$ cat config.mk
export PLATFORM = sky130hd
export DESIGN_NAME = apb_master_flat
export DESIGN_NICKNAME = d
export VERILOG_FILES = /design/src/rtl/apb_pkg.sv /design/src/rtl/apb_master_if.sv /design/src/rtl/apb_wdog.sv /design/src/rtl/apb_master.sv /design/src/flat_wrapper.sv
export SDC_FILE = /design/constraint.sdc
export NUM_CORES = 1
export LEC_CHECK = 0
export CAP_MARGIN = 10
export CORE_ASPECT_RATIO = 1.5
export CORE_UTILIZATION = 42
export DETAILED_ROUTE_END_ITERATION = 16
export GPL_ROUTABILITY_DRIVEN = 0
export PLACE_DENSITY_LB_ADDON = 0.12
export SYNTH_ARGS = -nofsm -noshare
export SYNTH_HDL_FRONTEND = slang
export SYNTH_SLANG_ARGS = --single-unit
$ cat constraint.sdc
create_clock -name PCLK -period 2.9 [get_ports PCLK]
set_input_delay 0.58 -clock PCLK [delete_from_list [all_inputs] [get_ports PCLK]]
set_output_delay 0.58 -clock PCLK [all_outputs]
set_load 0.02 [all_outputs]
$ cat src/rtl/apb_pkg.sv
// Shared definitions for the APB master: FSM state encoding and default sizes.
package apb_pkg;

  typedef enum logic [1:0] {
    IDLE   = 2'd0,
    SETUP  = 2'd1,
    ACCESS = 2'd2
  } apb_state_e;

  localparam int APB_ADDR_W_DEF  = 32;
  localparam int APB_DATA_W_DEF  = 32;
  localparam int APB_TIMEOUT_DEF = 255;

  // Bits needed to hold a count from 0 up to and including n.
  function automatic int cnt_width(input int n);
    int w;
    w = $clog2(n + 1);
    return (w < 1) ? 1 : w;
  endfunction

endpackage

$ cat src/rtl/apb_master_if.sv
// APB bus bundle between one master and one slave.
interface apb_master_if #(
  parameter int ADDR_W = 32,
  parameter int DATA_W = 32
);

  logic              PSEL;
  logic              PENABLE;
  logic              PWRITE;
  logic [ADDR_W-1:0] PADDR;
  logic [DATA_W-1:0] PWDATA;
  logic [DATA_W-1:0] PRDATA;
  logic              PREADY;
  logic              PSLVERR;

  modport master (
    output PSEL, PENABLE, PWRITE, PADDR, PWDATA,
    input  PRDATA, PREADY, PSLVERR
  );

  modport slave (
    input  PSEL, PENABLE, PWRITE, PADDR, PWDATA,
    output PRDATA, PREADY, PSLVERR
  );

endinterface

$ cat src/rtl/apb_wdog.sv
// ACCESS-phase wait counter; expired is high once LIMIT wait cycles have elapsed.
module apb_wdog
  import apb_pkg::*;
#(
  parameter int LIMIT = APB_TIMEOUT_DEF
) (
  input  logic PCLK,
  input  logic PRESETn,
  input  logic clear,
  input  logic inc,
  output logic expired
);

  localparam int CW = cnt_width(LIMIT);

  logic [CW-1:0] count_reg;

  assign expired = (count_reg == CW'(LIMIT));

  // Holding at the limit keeps the count from wrapping if the abort is late.
  always_ff @(posedge PCLK or negedge PRESETn) begin
    if (!PRESETn) begin
      count_reg <= '0;
    end else if (clear) begin
      count_reg <= '0;
    end else if (inc && !expired) begin
      count_reg <= count_reg + CW'(1);
    end
  end

endmodule

$ cat src/rtl/apb_master.sv
// Single-outstanding APB master: CPU request -> SETUP -> ACCESS -> done pulse.
// Optional ACCESS timeout is enabled by defining APB_TIMEOUT_EN.
module apb_master
  import apb_pkg::*;
#(
  parameter int ADDR_W      = APB_ADDR_W_DEF,
  parameter int DATA_W      = APB_DATA_W_DEF,
  parameter int TIMEOUT_CYC = APB_TIMEOUT_DEF
) (
  input  logic              PCLK,
  input  logic              PRESETn,
  input  logic              cpu_req,
  input  logic              cpu_we,
  input  logic [ADDR_W-1:0] cpu_addr,
  input  logic [DATA_W-1:0] cpu_wdata,
  output logic              cpu_busy,
  output logic              cpu_done,
  output logic [DATA_W-1:0] cpu_rdata,
  output logic              cpu_err,
  output logic              cpu_timeout,
  apb_master_if.master      apb
);

  apb_state_e        state_reg;
  logic              psel_reg;
  logic              penable_reg;
  logic              pwrite_reg;
  logic [ADDR_W-1:0] paddr_reg;
  logic [DATA_W-1:0] pwdata_reg;
  logic              busy_reg;
  logic              done_reg;
  logic              err_reg;
  logic [DATA_W-1:0] rdata_reg;
  logic              access_ready;
  logic              access_abort;

  assign access_ready = (state_reg == ACCESS) && apb.PREADY;

`ifdef APB_TIMEOUT_EN
  logic timeout_reg;
  logic wdog_expired;

  apb_wdog #(
    .LIMIT(TIMEOUT_CYC)
  ) u_wdog (
    .PCLK    (PCLK),
    .PRESETn (PRESETn),
    .clear   (state_reg == SETUP),
    .inc     ((state_reg == ACCESS) && !apb.PREADY),
    .expired (wdog_expired)
  );

  // PREADY takes priority over an expiry landing on the same cycle.
  assign access_abort = (state_reg == ACCESS) && !apb.PREADY && wdog_expired;
  assign cpu_timeout  = timeout_reg;
`else
  logic unused_timeout_cfg;

  assign unused_timeout_cfg = (TIMEOUT_CYC < 0);
  assign access_abort       = 1'b0;
  assign cpu_timeout        = 1'b0;
`endif

  always_ff @(posedge PCLK or negedge PRESETn) begin
    if (!PRESETn) begin
      state_reg   <= IDLE;
      psel_reg    <= 1'b0;
      penable_reg <= 1'b0;
      pwrite_reg  <= 1'b0;
      paddr_reg   <= '0;
      pwdata_reg  <= '0;
      busy_reg    <= 1'b0;
      done_reg    <= 1'b0;
      err_reg     <= 1'b0;
      rdata_reg   <= '0;
`ifdef APB_TIMEOUT_EN
      timeout_reg <= 1'b0;
`endif
    end else begin
      done_reg <= 1'b0;
      case (state_reg)
        IDLE: begin
          if (cpu_req) begin
            state_reg  <= SETUP;
            psel_reg   <= 1'b1;
            busy_reg   <= 1'b1;
            pwrite_reg <= cpu_we;
            paddr_reg  <= cpu_addr;
            pwdata_reg <= cpu_wdata;
          end
        end
        SETUP: begin
          state_reg   <= ACCESS;
          penable_reg <= 1'b1;
        end
        ACCESS: begin
          if (access_ready) begin
            state_reg   <= IDLE;
            psel_reg    <= 1'b0;
            penable_reg <= 1'b0;
            busy_reg    <= 1'b0;
            done_reg    <= 1'b1;
            err_reg     <= apb.PSLVERR;
            // An errored read still returns whatever the slave drove.
            if (!pwrite_reg) begin
              rdata_reg <= apb.PRDATA;
            end
`ifdef APB_TIMEOUT_EN
            timeout_reg <= 1'b0;
`endif
          end else if (access_abort) begin
            state_reg   <= IDLE;
            psel_reg    <= 1'b0;
            penable_reg <= 1'b0;
            busy_reg    <= 1'b0;
            done_reg    <= 1'b1;
            err_reg     <= 1'b1;
`ifdef APB_TIMEOUT_EN
            timeout_reg <= 1'b1;
`endif
          end
        end
        default: begin
          state_reg   <= IDLE;
          psel_reg    <= 1'b0;
          penable_reg <= 1'b0;
          busy_reg    <= 1'b0;
        end
      endcase
    end
  end

  assign apb.PSEL    = psel_reg;
  assign apb.PENABLE = penable_reg;
  assign apb.PWRITE  = pwrite_reg;
  assign apb.PADDR   = paddr_reg;
  assign apb.PWDATA  = pwdata_reg;

  assign cpu_busy  = busy_reg;
  assign cpu_done  = done_reg;
  assign cpu_err   = err_reg;
  assign cpu_rdata = rdata_reg;

endmodule

$ cat src/flat_wrapper.sv
// flat-port wrapper written by rule: the top's interface ports become plain ports
module apb_master_flat import apb_pkg::*;
#(
  parameter int ADDR_W      = APB_ADDR_W_DEF,
  parameter int DATA_W      = APB_DATA_W_DEF,
  parameter int TIMEOUT_CYC = APB_TIMEOUT_DEF
)
  (PCLK, PRESETn, cpu_req, cpu_we, cpu_addr, cpu_wdata, cpu_busy, cpu_done, cpu_rdata, cpu_err, cpu_timeout, apb_PSEL, apb_PENABLE, apb_PWRITE, apb_PADDR, apb_PWDATA, apb_PRDATA, apb_PREADY, apb_PSLVERR);
  apb_master_if #(.ADDR_W(ADDR_W), .DATA_W(DATA_W)) apb_i ();
  input  logic PCLK;
  input  logic PRESETn;
  input  logic cpu_req;
  input  logic cpu_we;
  input  logic [ADDR_W-1:0] cpu_addr;
  input  logic [DATA_W-1:0] cpu_wdata;
  output logic cpu_busy;
  output logic cpu_done;
  output logic [DATA_W-1:0] cpu_rdata;
  output logic cpu_err;
  output logic cpu_timeout;
  output wire logic [$bits(apb_i.PSEL)-1:0] apb_PSEL;
  output wire logic [$bits(apb_i.PENABLE)-1:0] apb_PENABLE;
  output wire logic [$bits(apb_i.PWRITE)-1:0] apb_PWRITE;
  output wire logic [$bits(apb_i.PADDR)-1:0] apb_PADDR;
  output wire logic [$bits(apb_i.PWDATA)-1:0] apb_PWDATA;
  input wire logic [$bits(apb_i.PRDATA)-1:0] apb_PRDATA;
  input wire logic [$bits(apb_i.PREADY)-1:0] apb_PREADY;
  input wire logic [$bits(apb_i.PSLVERR)-1:0] apb_PSLVERR;
  assign apb_PSEL = apb_i.PSEL;
  assign apb_PENABLE = apb_i.PENABLE;
  assign apb_PWRITE = apb_i.PWRITE;
  assign apb_PADDR = apb_i.PADDR;
  assign apb_PWDATA = apb_i.PWDATA;
  assign apb_i.PRDATA = apb_PRDATA;
  assign apb_i.PREADY = apb_PREADY;
  assign apb_i.PSLVERR = apb_PSLVERR;
  apb_master #(.ADDR_W(ADDR_W), .DATA_W(DATA_W), .TIMEOUT_CYC(TIMEOUT_CYC)) u_core (.PCLK(PCLK), .PRESETn(PRESETn), .cpu_req(cpu_req), .cpu_we(cpu_we), .cpu_addr(cpu_addr), .cpu_wdata(cpu_wdata), .cpu_busy(cpu_busy), .cpu_done(cpu_done), .cpu_rdata(cpu_rdata), .cpu_err(cpu_err), .cpu_timeout(cpu_timeout), .apb(apb_i));
endmodule
==> results of run 1 <==
## power groups by stage
stage	Sequential (uW)	Combinational, uW	Clock (uW)
3_5_place_dp	2570	3590	0
6_report	2530	3550	1200
5_1_grt	2640	3740	1280
3_3_place_gp	2530	3530	0
2_1_floorplan	3430	903	0
4_1_cts	2550	3600	1230
## stage by stage
stage / cell area, sq um / setup WS [ps] / instances / hold slack, ps / power, uW
3_5_place_dp: 5990 / 595 / 532 / 474 / 6160
2_1_floorplan: 3880 / 1360 / 227 / 284 / 4330
6_report: 6290 / 926 / 548 / 284 / 7280
5_1_grt: 6290 / 868 / 548 / 357 / 7660
3_3_place_gp: 5990 / 646 / 532 / 466 / 6060
4_1_cts: 6290 / 910 / 548 / 316 / 7380
## synthesized netlist by cell type, drive strengths merged
master / count
o21ai: 3
nand3b: 2
dfrtp: 103
nor2: 2
a21oi: 1
nor3b: 1
buf: 12
nand2: 1
inv: 2
conb: 1
o21a: 1
mux2: 98
## routing by layer
metal  wire length (um)  GRT usage (%)
met3                743           5.93
met2               4900           34.9
met1               3110           21.1
met4                224           9.82
met5                  0              0
## logic make-up (layout without fill, tap and decap cells)
group	count (synthesis)	count (layout)	synth area share (%)
flip-flops	103	103	66.5
multiplexers	98	98	28.5
buffers and inverters	14	225	3.07
AND/OR/NAND/NOR	6	6	1.19
AO/OA/AOI/OAI	5	5	0.710
other	1	1	0.0967
## how the worst max path moves through the flow
stage                                  from              endpoint  depth (start not counted)
final                     u_core.apb.PWRITE            apb_PWRITE                          1
after global placement           apb_PREADY   u_core.cpu_rdata[3]                          5
after CTS                 u_core.apb.PWRITE            apb_PWRITE                          1
after global routing        u_core.apb.PSEL              cpu_busy                          1
after floorplan                     cpu_req  u_core.apb.PADDR[10]                          4
after detailed placement         apb_PREADY   u_core.cpu_rdata[8]                          5
## worst register-to-register path: stages (launching register included)
cell and delay [ps]:
sky130_fd_sc_hd__dfrtp_1 450, sky130_fd_sc_hd__nand3b_1 280, sky130_fd_sc_hd__nor2_4 110, sky130_fd_sc_hd__buf_4 380
sky130_fd_sc_hd__mux2_2 400
## area by class of cell
class                   instances  area (sq um)
clock buffers                  11           243
clock inverters                 5          57.6
fillers                       656          2590
inverters                       2          7.51
multi-input cells             110          1190
flip-flops and latches        103          2580
well taps                     110           138
repair buffers                207          2080
==> summary.txt, run 1 <==
STA
  • Final critical-path share of the clock period: 68.1%
  • Worst rel slew slack: 51.8%
  • Unrepaired setup endpoints after global routing: false
  • Maximum clock frequency: 0.507 GHz
  • Max-slew violation count: 0
  • Final critical delay including setup and external delays: 1970 ps
  • Final count of negative-setup-slack endpoints: 0
  • Final worst clock skew: 4.26 ps
  • Worst-Margin Slew: 723 ps
  • Final Hold Fails: 0
  • Summed negative setup slack over all endpoints: 0 ps

Drt
  • Wire length after detailed routing: 8970 um
  • First-pass DRT Iterations: 4
  • Via-per-instance ratio: 4.76
  • Routed Antenna Nets: 0
  • Post-DR wirelength/cell: 16.4 um
  • Via count of the routed design: 2610
  • Iteration-0 DRC Markers: 73
  • Remaining routing DRC violations: 0

Setup path
  • Max Fanout on Critical Path: 3
  • Sequence of cells on the critical path: clkdlybuf4s50_1
  • Cell class contributing the biggest share of worst-path delay: buffers and inverters
  • CP Capture Type: primary output
  • Total buffers and inverters traversed by the critical path: 1
  • R2R cell count: 4
  • Arr. time, crit path: 1390 ps
  • Worst reg2reg endpoint: u_core.cpu_rdata[8]
  • Worst setup path category: flip-flop to primary output
  • Worst setup SP type: flip-flop
  • CP max stage cell: sky130_fd_sc_hd__clkdlybuf4s50_1
  • Worst path required time: 2320 ps
  • Maximum cell stage delay along the critical path: 650 ps
  • Reg2Reg Setup Slack: 1170 ps
  • Worst reg2reg path startpoint: u_core.state_reg[0]

Floorplanning
  • Chip Height: 120 um
  • Standard-cell rows: 42
  • Core region area: 0.00888 sq mm
  • DIE AREA: 0.00963 sq mm
  • I/O pin count: 205
  • Die boundary width: 80.5 um
  • Initial Utilization: 43.7%

Pwr
  • Worst voltage drop across the vdd grid: 686 uV
  • Pwr per Cell Area: 1160 mW/mm^2
  • Part of the total power dissipated in the clock network: 16.4%
  • P_int: 4770 uW
  • Net switching power: 2510 uW
  • Proportion of power drawn by flip-flops and latches: 34.8%
  • Leakage power figure: 0.00259 uW
  • Combinational group share of total power: 48.8%
  • Switching part of the total: 34.5%

Clocking
  • Clock latency reported for the late side of the worst-skew pair: 340 ps
  • CTS Root Cell: sky130_fd_sc_hd__clkbuf_16
  • Postcts setup bufs: 0
  • Count of hold-fix buffers inserted at cts: 0
  • Maximum clock path buffer count: 2
  • Number of sinks handled by clock tree synthesis: 103
  • Register clock-pin slew on the reported worst setup and hold paths: 70 ps
  • Number of gates resized after cts: 0
  • Clock buffers created by TritonCTS: 9
  • TritonCTS clock tree: built
  • Deepest level of the CTS H-tree: 3

Synth
  • Area share of the largest cell type after synthesis: 66.5%
  • Avg Inst Size Synth: 17.1 sq um
  • Mapped Area: 0.00388 sq mm
  • Post-Syn Nets: 329
  • Post-Syn Instances: 227
  • Biggest area contributors in the synthesized netlist: sky130_fd_sc_hd__dfrtp_1 66%, sky130_fd_sc_hd__mux2_2 17%, sky130_fd_sc_hd__mux2_1 12%, sky130_fd_sc_hd__buf_6 2.0%, sky130_fd_sc_hd__buf_4 0.58%
  • Sequential cell area fraction in the yosys report: 66.5%
  • Number of distinct library cells after synthesis: 16
  • Seq cells post-synth: 103
  • Cell accounting for the most synthesized area: sky130_fd_sc_hd__dfrtp_1
  • Number of warnings printed during yosys synthesis: 0

Layout
  • Layout cells sized above 1: 18.0%
  • Area growth, synth to finish: 62.3%
  • Highest-count cells in the layout ignoring fill and taps: 202 x sky130_fd_sc_hd__clkdlybuf4s50_1, 103 x sky130_fd_sc_hd__dfrtp_1, 57 x sky130_fd_sc_hd__mux2_2
  • Nets: 535
  • Fraction of the core area covered by cells at the end of the flow: 70.9%
  • Inserted Diodes: 0
  • Leading cell type in the layout, fill and taps excluded: sky130_fd_sc_hd__clkdlybuf4s50_1

Global route
  • Maximum number of pins on one net before global-route repair: 57
  • GR Overflow Total: 0
  • GRT Resource Usage Total: 19.9%
  • Global-route wire length before repair: 14000 um
  • Number of antenna violations at the first check in global routing: 0
  • Via count of the first global-routing pass: 2725

Place
  • HPWL after detailed placement: 6790 um
  • Number of I/O port buffers: 203

Job
  • Number of max-cap violations: 0

Hold path
  • Hold Path Class: input port to asynchronous set/reset pin

Status
  • Status: complete, no violations
No activity file was read; power rests on OpenSTA's default activity.
==> inputs of run 2 (changes only) <==
--- a/config.mk
+++ b/config.mk
@@ -7,7 +7,7 @@
 export LEC_CHECK = 0
 export CAP_MARGIN = 10
 export CORE_ASPECT_RATIO = 1.5
-export CORE_UTILIZATION = 42
+export CORE_UTILIZATION = 39
 export DETAILED_ROUTE_END_ITERATION = 16
 export GPL_ROUTABILITY_DRIVEN = 0
 export PLACE_DENSITY_LB_ADDON = 0.12
==> constraint.sdc (replaced) <==
create_clock -name PCLK -period 1.9 [get_ports PCLK]
set_input_delay 0.38 -clock PCLK [delete_from_list [all_inputs] [get_ports PCLK]]
set_output_delay 0.38 -clock PCLK [all_outputs]
set_load 0.02 [all_outputs]
==> summary.txt, run 2 (synthesized netlist as in run 1, its figures left out) <==
Status
  • Status: complete, no violations

Clocking
  • Register clock-pin slew on the reported worst setup and hold paths: 60 ps (about the same)
  • CTS Root Cell: sky130_fd_sc_hd__clkbuf_16
  • Clock latency reported for the late side of the worst-skew pair: 330 ps (about the same)
  • Postcts setup bufs: 0 (unchanged)
  • Deepest level of the CTS H-tree: 3 (unchanged)
  • Clock buffers created by TritonCTS: 9 (unchanged)
  • Maximum clock path buffer count: 2 (unchanged)
  • Number of gates resized after cts: 0 (unchanged)
  • TritonCTS clock tree: built
  • Number of sinks handled by clock tree synthesis: 103 (unchanged)

Layout
  • Nets: 539 (+0.75%)
  • Area growth, synth to finish: 63.4%
  • Leading cell type in the layout, fill and taps excluded: sky130_fd_sc_hd__clkdlybuf4s50_1
  • Inserted Diodes: 0 (unchanged)
  • Highest-count cells in the layout ignoring fill and taps: 202 x sky130_fd_sc_hd__clkdlybuf4s50_1, 103 x sky130_fd_sc_hd__dfrtp_1, 57 x sky130_fd_sc_hd__mux2_2
  • Layout cells sized above 1: 18.0% (-0.082 points)

Global route
  • GRT Resource Usage Total: 17.8% (-2.1 points)
  • Maximum number of pins on one net before global-route repair: 49 (-14%)
  • GR Overflow Total: 0 (unchanged)
  • Global-route wire length before repair: 14000 um (-0.30%)
  • Number of antenna violations at the first check in global routing: 0 (unchanged)
  • Via count of the first global-routing pass: 2725 (unchanged)

Place
  • HPWL after detailed placement: 6720 um (-1.1%)
  • Number of I/O port buffers: 203 (unchanged)

Setup path
  • Sequence of cells on the critical path: clkdlybuf4s50_1
  • Total buffers and inverters traversed by the critical path: 1 (unchanged)
  • Maximum cell stage delay along the critical path: 660 ps (about the same)
  • R2R cell count: 4 (unchanged)
  • Worst setup path category: flip-flop to primary output
  • Worst reg2reg endpoint: u_core.cpu_rdata[4]
  • Arr. time, crit path: 1410 ps (+20 ps)
  • CP Capture Type: primary output
  • Worst setup SP type: flip-flop
  • Cell class contributing the biggest share of worst-path delay: buffers and inverters
  • Reg2Reg Setup Slack: 340 ps (-830 ps)
  • Startpoint of the worst setup timing path: u_core.apb.PWRITE
  • Max Fanout on Critical Path: 3 (unchanged)
  • CP max stage cell: sky130_fd_sc_hd__clkdlybuf4s50_1
  • Worst reg2reg path startpoint: u_core.state_reg[0]
  • Worst path required time: 1520 ps (-800 ps)

Job
  • Number of max-cap violations: 0 (unchanged)

STA
  • Final critical delay including setup and external delays: 1790 ps
  • Final critical-path share of the clock period: 94.0%
  • Final worst clock skew: 4.84 ps (+0.583 ps)
  • Max-slew violation count: 0 (unchanged)
  • Worst Hold Slack: 481 ps (+197 ps)
  • Unrepaired setup endpoints after global routing: false
  • Final Hold Fails: 0 (unchanged)
  • Maximum clock frequency: 0.560 GHz
  • Final count of negative-setup-slack endpoints: 0 (unchanged)

Drt
  • Routed Antenna Nets: 0 (unchanged)
  • Iteration-0 DRC Markers: 67 (-8.2%)
  • Via count of the routed design: 2626 (+0.61%)
  • Via-per-instance ratio: 4.73 (-0.66%)
  • Remaining routing DRC violations: 0 (unchanged)
  • First-pass DRT Iterations: 2 (-2)
  • Post-DR wirelength/cell: 16.3 um (-0.39%)
  • Wire length after detailed routing: 9050 um (+0.88%)

Hold path
  • Start point of the worst hold path: u_core.apb.PADDR[25]
  • Hold Path Class: flip-flop to flip-flop
  • Endpoint, Worst Hold: u_core.apb.PADDR[25]
  • Depth of the worst hold-timing path: 1

Floorplanning
  • Initial Utilization: 40.0% (-3.6 points)
  • Chip Height: 124 um (+3.7%)
  • DIE AREA: 0.0104 sq mm (+7.5%)
  • Core region area: 0.00969 sq mm (+9.1%)
  • Die boundary width: 83.4 um (+3.7%)
  • Standard-cell rows: 44 (+4.8%)
  • I/O pin count: 205 (unchanged)

Pwr
  • Design Power: 11000 uW (+51%)
  • Worst voltage drop across the vdd grid: 899 uV (+31%)
  • Pwr per Cell Area: 1740 mW/mm^2 (+50%)
  • Leakage power figure: 0.00262 uW (+0.89%)
[run 2: changes by cell type in the layout (fill, tap and decap cells not counted), sizes merged]
cell,change
buf,+3
bufinv,-1
clkbuf,+2
dlygate4sd3,+1
clkinvlp,-3
[run 2: how the worst max path moves through the flow]
stage	end	slack, ps	cells past startpoint
floorplan	u_core.cpu_rdata[10]	470	4
global placement	u_core.apb.PWDATA[17]	-2	4
detailed placement	u_core.apb.PWDATA[16]	-20	4
CTS	apb_PWRITE	100	1
global route	apb_PWRITE	50	1
finish	apb_PWRITE	110	1
[run 2: metal layers]
metal	up-vias	GRT usage (%)	wire length, um
li1	1205	-	-
met1	1294	19.8	3270
met4	0	8.47	259
met2	110	31.3	4890
met5	-	0	0
met3	17	5.43	643
[run 2: through the flow]
stage                     setup WS, ps  std cells  utilization (%)  setup TNS (ps)  area (sq um)
final                              115        555             65.4               0          6340
after global routing              54.9        555             65.4               0          6340
after CTS                          100        555             65.4               0          6340
after detailed placement         -23.4        540             62.6            -153          6060
after global placement           -2.39        540             62.6           -8.02          6060
after floorplan                    472        227                -               0          3880
[run 2: layout make-up]
type | count | area (sq um)
sequential | 103 | 2580
timing repair buffer | 211 | 2150
multi-input combinational | 110 | 1190
inverter | 2 | 7.51
tap | 115 | 144
clock inverter | 1 | 5.00
fill | 742 | 3350
clock buffer | 13 | 260
[run 2: power by group]
part	total, uW	switching, uW	internal (uW)
sequential	3870	569	3300
clock	1680	738	945
combinational	5480	2510	2970
[run 2: repair_timing]
item / 4_1_cts / 5_1_grt
hold endpoints to repair: 21 / 0
hold buffers: 1 / 0
endpoints found under the setup margin: 0 / 0
